### src/rtl/clarvi_arb_pkg.sv
// Shared types and constants for the Clarvi shared-memory arbiter.
package clarvi_arb_pkg;

  typedef enum logic [1:0] {
    IDLE,
    ISSUE,
    WAIT_RD
  } arb_state_e;

  localparam logic [31:0] ABORT_DATA = 32'hDEADBEEF;
  localparam int          GRANT_W    = 3;

endpackage

### src/rtl/rr_priority_pick.sv
// Round-robin picker: first set bit of req searching upward from (ptr+1) mod N with wrap.
module rr_priority_pick #(
  parameter int N     = 6,
  parameter int IDX_W = 3
) (
  input  logic [N-1:0]     req,
  input  logic [IDX_W-1:0] ptr,
  output logic             valid,
  output logic [IDX_W-1:0] idx
);

  logic [IDX_W-1:0] cand;

  always_comb begin
    valid = 1'b0;
    idx   = '0;
    cand  = '0;
    // Scan farthest-first so the requester nearest after ptr is the last (winning) write.
    for (int i = N; i >= 1; i--) begin
      cand = IDX_W'((int'(ptr) + i) % N);
      if (req[cand]) begin
        valid = 1'b1;
        idx   = cand;
      end
    end
  end

endmodule

### src/rtl/clarvi_mem_arbiter.sv
// Round-robin Avalon-MM arbiter: serialises single-word transactions from Clarvi cores onto one slave.
module clarvi_mem_arbiter
  import clarvi_arb_pkg::*;
#(
  parameter int NUM_MASTERS = 6,
  parameter int ADDR_W      = 16,
  parameter int DATA_W      = 32,
  parameter int TIMEOUT     = 255
) (
  input  logic                                   clk,
  input  logic                                   reset,
  input  logic [NUM_MASTERS-1:0][ADDR_W-1:0]     m_address,
  input  logic [NUM_MASTERS-1:0]                 m_read,
  input  logic [NUM_MASTERS-1:0]                 m_write,
  input  logic [NUM_MASTERS-1:0][DATA_W-1:0]     m_writedata,
  input  logic [NUM_MASTERS-1:0][DATA_W/8-1:0]   m_byteenable,
  output logic [NUM_MASTERS-1:0]                 m_waitrequest,
  output logic [DATA_W-1:0]                      m_readdata,
  output logic [ADDR_W-1:0]                      s_address,
  output logic                                   s_read,
  output logic                                   s_write,
  output logic [DATA_W-1:0]                      s_writedata,
  output logic [DATA_W/8-1:0]                    s_byteenable,
  input  logic                                   s_waitrequest,
  input  logic [DATA_W-1:0]                      s_readdata,
  input  logic                                   s_readdatavalid,
  output logic                                   timeout_err,
  output logic [GRANT_W-1:0]                     grant_id
);

  localparam int               CNT_W       = 8;
  localparam logic [CNT_W-1:0] TIMEOUT_CNT = CNT_W'(TIMEOUT);

  arb_state_e         state, state_n;
  logic [GRANT_W-1:0] ptr, ptr_n;
  logic [GRANT_W-1:0] grant, grant_n;
  logic [CNT_W-1:0]   cnt, cnt_n;

  logic [NUM_MASTERS-1:0] req;
  logic                   pick_valid;
  logic [GRANT_W-1:0]     pick_idx;
  logic                   timed_out;
  logic                   complete;
  logic                   abort;

  assign req      = m_read | m_write;
  assign grant_id = grant;

  rr_priority_pick #(
    .N     (NUM_MASTERS),
    .IDX_W (GRANT_W)
  ) u_pick (
    .req   (req),
    .ptr   (ptr),
    .valid (pick_valid),
    .idx   (pick_idx)
  );

  always_comb begin
    // NOTE: every signal driven here gets a default first; a path that skips an assignment would infer a latch.
    state_n       = state;
    ptr_n         = ptr;
    grant_n       = grant;
    cnt_n         = cnt;
    m_waitrequest = '1;
    m_readdata    = '0;
    timeout_err   = 1'b0;
    s_read        = 1'b0;
    s_write       = 1'b0;
    s_address     = m_address[grant];
    s_writedata   = m_writedata[grant];
    s_byteenable  = m_byteenable[grant];
    timed_out     = (cnt == TIMEOUT_CNT);
    complete      = 1'b0;
    abort         = 1'b0;

    unique case (state)
      IDLE: begin
        if (pick_valid) begin
          grant_n = pick_idx;
          cnt_n   = '0;
          state_n = ISSUE;
        end
      end
      ISSUE: begin
        s_read  = m_read[grant];
        s_write = m_write[grant] & ~m_read[grant];
        cnt_n   = cnt + 1'b1;
        if (s_write && !s_waitrequest) begin
          complete = 1'b1;
        end else if (timed_out) begin
          abort = 1'b1;
        end else if (s_read && !s_waitrequest) begin
          state_n = WAIT_RD;
        end
      end
      WAIT_RD: begin
        cnt_n = cnt + 1'b1;
        if (s_readdatavalid) begin
          complete   = 1'b1;
          m_readdata = s_readdata;
        end else if (timed_out) begin
          abort = 1'b1;
        end
      end
      default: state_n = IDLE;
    endcase

    if (complete || abort) begin
      m_waitrequest[grant] = 1'b0;
      ptr_n                = grant;
      state_n              = IDLE;
    end
    if (abort) begin
      m_readdata  = DATA_W'(ABORT_DATA);
      timeout_err = 1'b1;
    end

    // Reset kills any in-flight transaction immediately: no completion reaches the master.
    if (reset) begin
      m_waitrequest = '1;
      m_readdata    = '0;
      timeout_err   = 1'b0;
      s_read        = 1'b0;
      s_write       = 1'b0;
    end
  end

  always_ff @(posedge clk) begin
    // NOTE: sequential state uses non-blocking assignments so all registers sample pre-edge values.
    if (reset) begin
      state <= IDLE;
      ptr   <= GRANT_W'(NUM_MASTERS - 1);
      grant <= '0;
      cnt   <= '0;
    end else begin
      state <= state_n;
      ptr   <= ptr_n;
      grant <= grant_n;
      cnt   <= cnt_n;
    end
  end

endmodule

### config.mk
export PLATFORM = sky130hd
export DESIGN_NAME = clarvi_mem_arbiter
export DESIGN_NICKNAME = d
export VERILOG_FILES = /design/src/rtl/clarvi_arb_pkg.sv /design/src/rtl/rr_priority_pick.sv /design/src/rtl/clarvi_mem_arbiter.sv
export SDC_FILE = /design/constraint.sdc
export NUM_CORES = 1
export LEC_CHECK = 0
export CAP_MARGIN = 20
export CELL_PAD_IN_SITES_DETAIL_PLACEMENT = 1
export CELL_PAD_IN_SITES_GLOBAL_PLACEMENT = 1
export CORE_AREA = 4 4 176 178
export DETAILED_ROUTE_END_ITERATION = 10
export DIE_AREA = 0 0 180 182
export GPL_TIMING_DRIVEN = 1
export PLACE_DENSITY_LB_ADDON = 0.25
export SKIP_LAST_GASP = 1
export SLEW_MARGIN = 10
export SYNTH_ARGS = -nofsm -noshare
export SYNTH_HDL_FRONTEND = slang
export SYNTH_SLANG_ARGS = --single-unit
### constraint.sdc
create_clock -name clk -period 4.2 [get_ports clk]
set_input_delay 0.63 -clock clk [delete_from_list [all_inputs] [get_ports clk]]
set_output_delay 0.63 -clock clk [all_outputs]
set_load 0.005 [all_outputs]
==> flow_summary.yaml, run 1 <==
yosys:
  ys_types: 73
  yosysSeqAreaShare_pct: 6.56
  synth_ff_type: "dfxtp_1"
  avgSynthCellArea_sq_um: 6.76
  yosys_warnings: 0
  syn_nets: 1096
  synth_cells: 722
  ys_seq_elements: 16
  syn_area_sq_um: 4880
  synth_enable_flop_cells: 0
  async_flop_share_pct: 0
final_layout:
  syn_to_final_growth_pct: 105
  drive_above_1_share_pct: 6.22
  fillers: 3554
  final_nets: 1517
  finish.utilization_pct: 34.1
  fin_area_sq_um: 10000
  multiInputGateArea_sq_um: 4230
  seqCellArea_sq_um: 332
critical_path:
  worst-setup-path-type: "primary input to primary output"
  max_stage_delay_ns: 0.50
  crit_arrival_ns: 3.31
  path_cells: "clkdlybuf4s50_1 > mux4_2 > nor3b_1 > a21oi_2 > nor2_1 > o21ai_0 > a21oi_2 > nand3b_1 > or3_1 > clkdlybuf4s50_1"
  worstPathRequired_ns: 3.57
  crit_slowest_cell: "mux4_2"
  cp-end-kind: "primary output"
  rr_startpoint: "ptr[2]"
  crit_buf_inv: 2
  path_max_fanout: 3
  critPathLaunchType: "primary input"
  critPathTopFamily: "buffers and inverters"
  setup.worst_path.start: "m_read[3]"
timing:
  finalSetupViolCount: 0
  fin_tns_setup_ns: 0
  tightestPinTransition_ns: 0.867
  fin_skew_ns: 0.00143
  fmax_mhz: 254
  rsz0062_at_grt: "no"
  fin_crit_ns: 3.94
  max_slew_margin_pct: 42.2
  hold_ws_ns: 0.485
  fin_crit_sh_pct: 93.9
  drv_slew: 0
  hold_viol_final: 0
cts:
  cts_setup_buffers: 0
  cts-htree-levels: 1
  clk_pin_slew_ns: 0.05
  clock_sinks: 16
  clk_latency_ns: 0.25
  cts_buffers: 3
  cts_tree: "built"
  clockBufferDepth: 2
  root_buffer: "clkbuf_16"
global_routing:
  grt_first_pass_wirelength_mm: 46.4
  grt_max_degree: 79
  grt_pass1_vias: 7486
  gr-total-overflow: 0
  grt_antenna_before_repair: 7
  grt_util_all_layers_pct: 18.0
floorplanning:
  coreArea_sq_um: 29400
  fp.dieW_um: 180
  dieArea_sq_um: 32800
  die_y_um: 182
  rows: 63
  initial_utilization_pct: 16.6
  ios: 456
place:
  dpl_cell_area_sq_um: 9900
  dp_hpwl_mm: 27.4
  gp_congestion: 0.816
  io_buffers: 455
route:
  wire_per_inst_um: 21.0
  dr.first_iter.drc_count: 258
  vias: 7021
  via_per_inst: 4.56
  wirelength_mm: 32.3
  dr.pass1.iters: 4
  antenna_left: 0
  drc: 0
pwr:
  p_leak_nw: 3.71
  irDropWorstVdd_mv: 0.243
  power_density_nw_per_um2: 454
hold_path:
  holdCritPathClass: "register to register"
  min_from: "cnt[7]"
job:
  cap_violations: 0
status:
  outcome: "completed"
-- layer usage --
metal	up-vias	wire [um]	part of all wire [%]	global-route usage, %
li1	3519	-	-	-
met2	221	17300	53	35.1
met5	-	13	0.040	0
met4	2	548	1.7	3.84
met3	22	1720	5.3	4.01
met1	3257	12800	39	19.8
-- cell type report --
type,instances,share of cell area (%)
multi-input combinational,624,42.2
antenna,7,0.175
tap,390,4.87
inverter,18,0.675
clock buffer,4,0.887
sequential,16,3.31
timing repair buffer,480,47.9
-- layout by cell type, fill, tap and decap left out, types with 4 or more instances in the layout --
cell             synthesis  routed
clkdlybuf4s50_1          0     455
nor2_1                 122     122
a21oi_1                121     120
mux2i_1                107     107
a211oi_1                56      56
a21o_1                  27      27
o21ai_0                 21      21
buf_4                    2      21
inv_1                   17      17
nand2_1                 17      17
ha_1                    14      14
dfxtp_1                 16      13
nand3_1                 12      12
and3_1                  10      10
o211ai_1                 8       8
nor3_1                   8       8
diode_2                  0       7
nand2b_1                 7       7
or3_1                    6       6
nor3b_1                  4       4
nand3b_1                 4       4
or2_2                    4       4
buf_12                   0       4
-- worst reg2reg max path: stages (launching register included) --
cell and delay (ns):
dfxtp_1 0.67, ha_1 0.55, a21oi_2 0.17, inv_1 0.13, ha_1 0.23, nand2b_1 0.17, o211ai_1 0.27, and3_2 0.22
o22ai_1 0.06, buf_4 0.18, o21a_1 0.15, a31oi_1 0.51, a21o_1 0.34, nor2_1 0.08
-- logic make-up after synthesis --
family | count (synthesis) | synth area share (%)
AND/OR/NAND/NOR | 217 | 21.0
XOR/XNOR | 5 | 1.21
multiplexers | 113 | 24.0
flip-flops | 16 | 6.56
buffers and inverters | 82 | 7.03
AO/OA/AOI/OAI | 275 | 36.6
adder cells (fa/ha/maj) | 14 | 3.59
-- state kept, by name (all words and copies together) (netlist names) --
signal and cells:
cnt 8, grant_id 3, ptr 3, state 2
-- cells in the mapped netlist, types with 6 or more instances --
cell type  instances  share of area (%)
ha_1              14                3.6
o21ai_0           21                2.2
mux2i_1          107                 22
or3_1              6               0.77
a211oi_1          56                8.6
o211ai_1           8                1.2
nand2_1           17                1.3
buf_1             12               0.92
nor3_1             8               0.82
a21oi_1          121                 12
and3_1            10                1.3
inv_1             17                1.3
nand2b_1           7               0.90
nand3_1           12                1.2
a21o_1            27                4.2
clkbuf_1          43                3.3
nor2_1           122                9.4
dfxtp_1           16                6.6
-- power by group --
part	switching, W	internal (W)
combinational	0.00208	0.00199
clock	0.0000608	0.000145
sequential	0.0000725	0.000193
total	0.00221	0.00233
-- worst paths after layout --
kind,slack (ns),depth (start not counted),to
worst min-delay path,0.48,2,cnt[7]
worst max register to register,0.36,13,cnt[2]
worst max-delay path,0.26,10,m_waitrequest[4]
worst min register to register,0.48,2,cnt[7]
-- repair_timing --
item,CTS,global route
hold buffers,0,0
gates resized for setup,0,1
endpoints found under the setup margin,0,1
-- per-stage QoR --
step	power, W	std cells	worst slack [ns]
5_1_grt	0.00494	1538	0.0518
2_1_floorplan	0.00232	722	0.953
4_1_cts	0.00464	1532	0.114
6_report	0.00455	1539	0.256
3_5_place_dp	0.00442	1528	0.136
3_3_place_gp	0.00440	1528	0.111
No activity file was read; power rests on OpenSTA's default activity.
==> run 2, diff against run 1 <==
CORE_AREA = unset   (was 4 4 176 178)
CORE_ASPECT_RATIO = 0.8   (was unset)
CORE_MARGIN = 4   (was unset)
CORE_UTILIZATION = 18   (was unset)
DIE_AREA = unset   (was 0 0 180 182)
clock period = 3.2 ns   (was 4.2 ns; I/O delays follow)
==> run 2 against run 1 <==
First-iteration DRC count up 1.2%. Die area down 9.0%. Final area up 7.0%. Via count up 6.1%. Global-route usage up 2.4 points. Non-clock buffer count up 71. Clock skew up 0.0036 ns. Cell count up 2.2%. Critical endpoint is now m_waitrequest[0]. Routed wire length up 7.3%. Flip-flop and latch count unchanged. Critical path depth up 2.
==> flow_summary.yaml, run 2 (synthesis gave the netlist of run 1 again) <==
global_routing:
  grt_util_all_layers_pct: 20.4
  grt_pass1_vias: 7731
  grt_first_pass_wirelength_mm: 47.3
  grt_antenna_before_repair: 4
  grt_max_degree: 110
  gr-total-overflow: 0
job:
  cap_violations: 0
cts:
  clock_sinks: 16
  clk_latency_ns: 0.25
  clk_pin_slew_ns: 0.05
  clockBufferDepth: 2
  root_buffer: "clkbuf_16"
  cts_tree: "built"
  cts-htree-levels: 1
  cts_hold_buf: 0
  cts_buffers: 3
route:
  dr.first_iter.drc_count: 261
  wirelength_mm: 34.7
  via_per_inst: 4.74
  vias: 7451
  dr.pass1.iters: 4
  drc: 0
  wire_per_inst_um: 22.1
  antenna_left: 0
final_layout:
  final_common_cell: "clkdlybuf4s50_1"
  largest-register: "cnt"
  largest_reg_flops: 8
  final_nets: 1589
  finish.utilization_pct: 40.5
  drive_above_1_share_pct: 15.0
  syn_to_final_growth_pct: 120
  layout_common_cells: "clkdlybuf4s50_1 (407), nor2_1 (121), a21oi_1 (119)"
status:
  outcome: "completed"
hold_path:
  holdCritPathClass: "register to register"
timing:
  drv_slew: 0
  fmax_mhz: 321
  tightestPinTransition_ns: 0.598
  hold_viol_final: 0
  finalSetupViolCount: 0
  fin_crit_sh_pct: 97.5
  max_slew_margin_pct: 60.1
  rsz0062_at_grt: "yes"
  fin_skew_ns: 0.00500
  hold_ws_ns: 0.483
  fin_crit_ns: 3.12
critical_path:
  cp-end-kind: "primary output"
  path_max_fanout: 3
  worst-setup-path-type: "primary input to primary output"
  worstPathRequired_ns: 2.72
  critPathLaunchType: "primary input"
  crit_arrival_ns: 2.64
floorplanning:
  dieArea_sq_um: 29800
  fp.dieW_um: 192
  ios: 456
  rows: 53
  coreArea_sq_um: 26500
  die_y_um: 155
  initial_utilization_pct: 18.4
place:
  dp_hpwl_mm: 27.6
  gp_congestion: 0.856
  io_buffers: 455
pwr:
  power_density_nw_per_um2: 597
  irDropWorstVdd_mv: 0.413
  p_leak_nw: 4.26
==> run 2: through the flow <==
step                worst slack (ns)  area (sq um)  cells  power (W)  setup TNS [ns]
floorplan                     0.0176          4880    722    0.00304               0
CTS                          -0.0598         10500   1564    0.00627          -0.281
finish                        0.0803         10700   1573    0.00640               0
detailed placement            -0.922         10200   1540    0.00591          -26.82
global placement              -0.832         10200   1540    0.00586          -23.89
global route                 -0.0741         10700   1572    0.00690          -0.464
==> run 2: cell type report <==
type | instances | area (sq um)
Tap cell | 357 | 447
Sequential cell | 16 | 340
Inverter | 18 | 67.6
Timing Repair Buffer | 551 | 5380
Antenna cell | 2 | 5.00
Multi-Input combinational cell | 625 | 4390
Clock buffer | 4 | 88.8
Fill cell | 3162 | 15700
==> run 2: what timing repair did <==
item                                    in CTS  in global routing
gates cloned                                 2                  2
gates resized for setup                     80                 72
pin swaps                                    9                 21
endpoints found under the setup margin      54                 90
setup buffers                               18                  8
==> run 2: power breakdown <==
part	switching [W]	leakage, nW	internal (W)
clock network	0.0000870	0.0442	0.000190
registers	0.0000555	0.132	0.000253
logic	0.00287	4.09	0.00294
==> run 2: layer usage <==
metal | vias to the layer above | share of wire [%] | GRT usage, %
li1 | 3660 | - | -
met1 | 3488 | 41 | 24.2
met2 | 272 | 51 | 38.1
met3 | 27 | 7.4 | 4.91
met4 | 4 | 1.3 | 2.75
met5 | - | 0.058 | 0
==> run 2: worst max-delay path: stages <==
cell and delay, ns:
dlygate4sd2_1 0.24, mux4_2 0.51, nor3b_4 0.20, a21oi_2 0.07, buf_4 0.15, nor2_1 0.09, o21ai_1 0.08, a21oi_2 0.19
nand3b_1 0.13, buf_4 0.17, nand2b_1 0.13, clkdlybuf4s15_1 0.21
==> run 2: path summary, 6_finish.rpt <==
kind             start                to  slack (ns)  depth (start not counted)
max reg2reg     ptr[1]            cnt[7]        0.11                         14
min             cnt[6]            cnt[6]        0.48                          2
max          m_read[2]  m_waitrequest[0]        0.08                         12
min reg2reg     cnt[6]            cnt[6]        0.48                          2
==> run 3, diff against run 2 <==
CORE_AREA = 4 4 175 177   (was unset)
CORE_ASPECT_RATIO = unset   (was 0.8)
CORE_MARGIN = unset   (was 4)
CORE_UTILIZATION = unset   (was 18)
DIE_AREA = 0 0 179 181   (was unset)
==> run 3 against run 2 <==
The run now ends with negative setup slack left. Hold slack gained 0.0078 ns. Power grew 4.5%. Via count shrank 0.86%. Critical path type is now register to primary output.
==> flow_summary.yaml, run 3 (synthesis gave the netlist of run 1 again) <==
status:
  outcome: "finished, violations left"
  violations: "negative setup slack"
hold_path:
  holdCritPathClass: "register to register"
critical_path:
  setup.worst_path.start: "grant_id[0]"
  rr_startpoint: "ptr[0]"
  crit_buf_inv: 5
  critPathLaunchType: "register"
  reg2reg_to: "state[1]"
  worstRegToRegCells: 16
  max_stage_delay_ns: 0.51
  path_max_fanout: 7
  worst-path-stages: 13
  cp-end-kind: "primary output"
  endpoint: "m_readdata[0]"
  crit_arrival_ns: 2.88
  crit_slowest_cell: "clkdlybuf4s50_1"
  ff2ff_setup_slack_ns: 0.06
  critPathTopFamily: "buffers and inverters"
  worst-setup-path-type: "register to primary output"
  path_cells: "buf_6 > mux4_2 > nor3b_4 > a21oi_2 > buf_6 > o21ai_1 > o21ai_1 > nand3_2 > nor2_4 > buf_12 > buf_12 > a21o_1 > clkdlybuf4s50_1"
  worstPathRequired_ns: 2.72
floorplanning:
  coreArea_sq_um: 29200
  ios: 456
  fp.dieW_um: 179
  die_y_um: 181
  dieArea_sq_um: 32400
  rows: 63
  initial_utilization_pct: 16.7
place:
  pre_cts_slack_ns: -0.608
  gp_congestion: 0.836
  io_buffers: 455
  dp_hpwl_mm: 28.4
cts:
  cts_buffers: 3
  clk_pin_slew_ns: 0.06
  clock_sinks: 16
  clk_latency_ns: 0.25
  cts-htree-levels: 1
  clockBufferDepth: 2
  root_buffer: "clkbuf_16"
  cts_tree: "built"
route:
  dr.pass1.iters: 4
  drc: 0
  dr.first_iter.drc_count: 302
  antenna_left: 0
  wire_per_inst_um: 21.6
  vias: 7387
  wirelength_mm: 34.7
  via_per_inst: 4.60
final_layout:
  largest-register: "cnt"
  final_common_cell: "clkdlybuf4s50_1"
  fillers: 3461
  layout_common_cells: "clkdlybuf4s50_1 (410), nor2_1 (122), a21oi_1 (116)"
  largest_reg_flops: 8
  final_nets: 1588
  syn_to_final_growth_pct: 123
  drive_above_1_share_pct: 14.8
pwr:
  irDropWorstVdd_mv: 0.268
  p_leak_nw: 4.60
  power_density_nw_per_um2: 614
timing:
  finalSetupViolCount: 11
  hold_ws_ns: 0.491
  drv_slew: 0
  setup_slack_ns: -0.155
  fmax_mhz: 298
  tightestPinTransition_ns: 0.650
  fin_crit_ns: 3.36
  rsz0062_at_grt: "yes"
  hold_viol_final: 0
  fin_crit_sh_pct: 105
  max_slew_margin_pct: 56.7
  fin_skew_ns: 0.00158
global_routing:
  grt_first_pass_wirelength_mm: 47.0
  grt_antenna_before_repair: 5
  grt_pass1_vias: 7513
  gr-total-overflow: 0
  grt_max_degree: 72
  grt_util_all_layers_pct: 19.0
job:
  cap_violations: 0
run 3: cell count changes in the layout (fill, tap and decap cells not counted), moves of 2 or more:
cell             delta
clkdlybuf4s15_1     -6
clkdlybuf4s50_1     +3
diode_2             +2
a21oi_2             +3
clkbuf_2            -5
dlymetal6s2s_1     +21
a21oi_1             -3
dlygate4sd2_1      -11
buf_2               -3
ha_2                -3
ha_1                +2
run 3: repair_timing:
| item | 4_1_cts | 5_1_grt |
|---|---|---|
| resized for setup | 49 | 77 |
| pin swaps | 4 | 20 |
| setup buffers | 8 | 11 |
| hold buffers | 0 | 0 |
| gates cloned | 1 | 6 |
| endpoints found under the setup margin | 58 | 69 |
run 3: layout make-up:
class / instances / area, sq um / area share (%)
Timing Repair Buffer: 550 / 5480 / 50.3
Multi-Input combinational cell: 625 / 4430 / 40.6
Tap cell: 390 / 488 / 4.48
Sequential cell: 16 / 340 / 3.12
Clock buffer: 4 / 88.8 / 0.815
Inverter: 18 / 67.6 / 0.620
Antenna cell: 4 / 10.0 / 0.0918
run 3: power breakdown:
part	switching, W	internal, W	total (W)
clock network	0.0000921	0.000191	0.000283
registers	0.0000551	0.000253	0.000308
logic	0.00309	0.00301	0.00610
total	0.00324	0.00345	0.00669
run 3: worst reg2reg max path: stages, from the launching register on:
cell and delay (ns):
dfxtp_2 0.34, buf_6 0.13, inv_2 0.05, ha_1 0.22
xor2_2 0.20, inv_2 0.05, ha_1 0.27, nand2b_4 0.15
o211ai_1 0.28, buf_4 0.17, a21boi_2 0.06, o22ai_2 0.16
buf_4 0.16, o2111ai_4 0.15, or2_4 0.32, a21o_1 0.17
a211oi_2 0.19
run 3: worst min path at each step:
stage	start	to	slack [ns]	cells past startpoint
after floorplan	cnt[6]	cnt[6]	0.45	2
after global placement	cnt[6]	cnt[6]	0.47	2
after detailed placement	cnt[7]	cnt[7]	0.48	2
after CTS	cnt[6]	cnt[6]	0.49	2
after global routing	cnt[6]	cnt[6]	0.51	2
final	cnt[7]	cnt[7]	0.49	2
run 3: per-layer routing:
metal | vias up | share of wire (%) | global-route usage [%]
li1 | 3669 | - | -
met3 | 30 | 6.6 | 4.69
met1 | 3441 | 41 | 23.0
met2 | 243 | 51 | 34.5
met5 | - | 0.075 | 0
met4 | 4 | 1.3 | 2.36
run 3: through the flow:
step	TNS, ns	power [W]	util, %	cells	instance area, sq um
3_5_place_dp	-14.16	0.00606	35.0	1574	10200
5_1_grt	-3.23	0.00719	37.3	1605	10900
3_3_place_gp	-12.67	0.00601	35.0	1574	10200
6_report	-0.711	0.00669	37.3	1607	10900
2_1_floorplan	0	0.00304	-	722	4880
4_1_cts	-6.06	0.00651	35.7	1586	10400
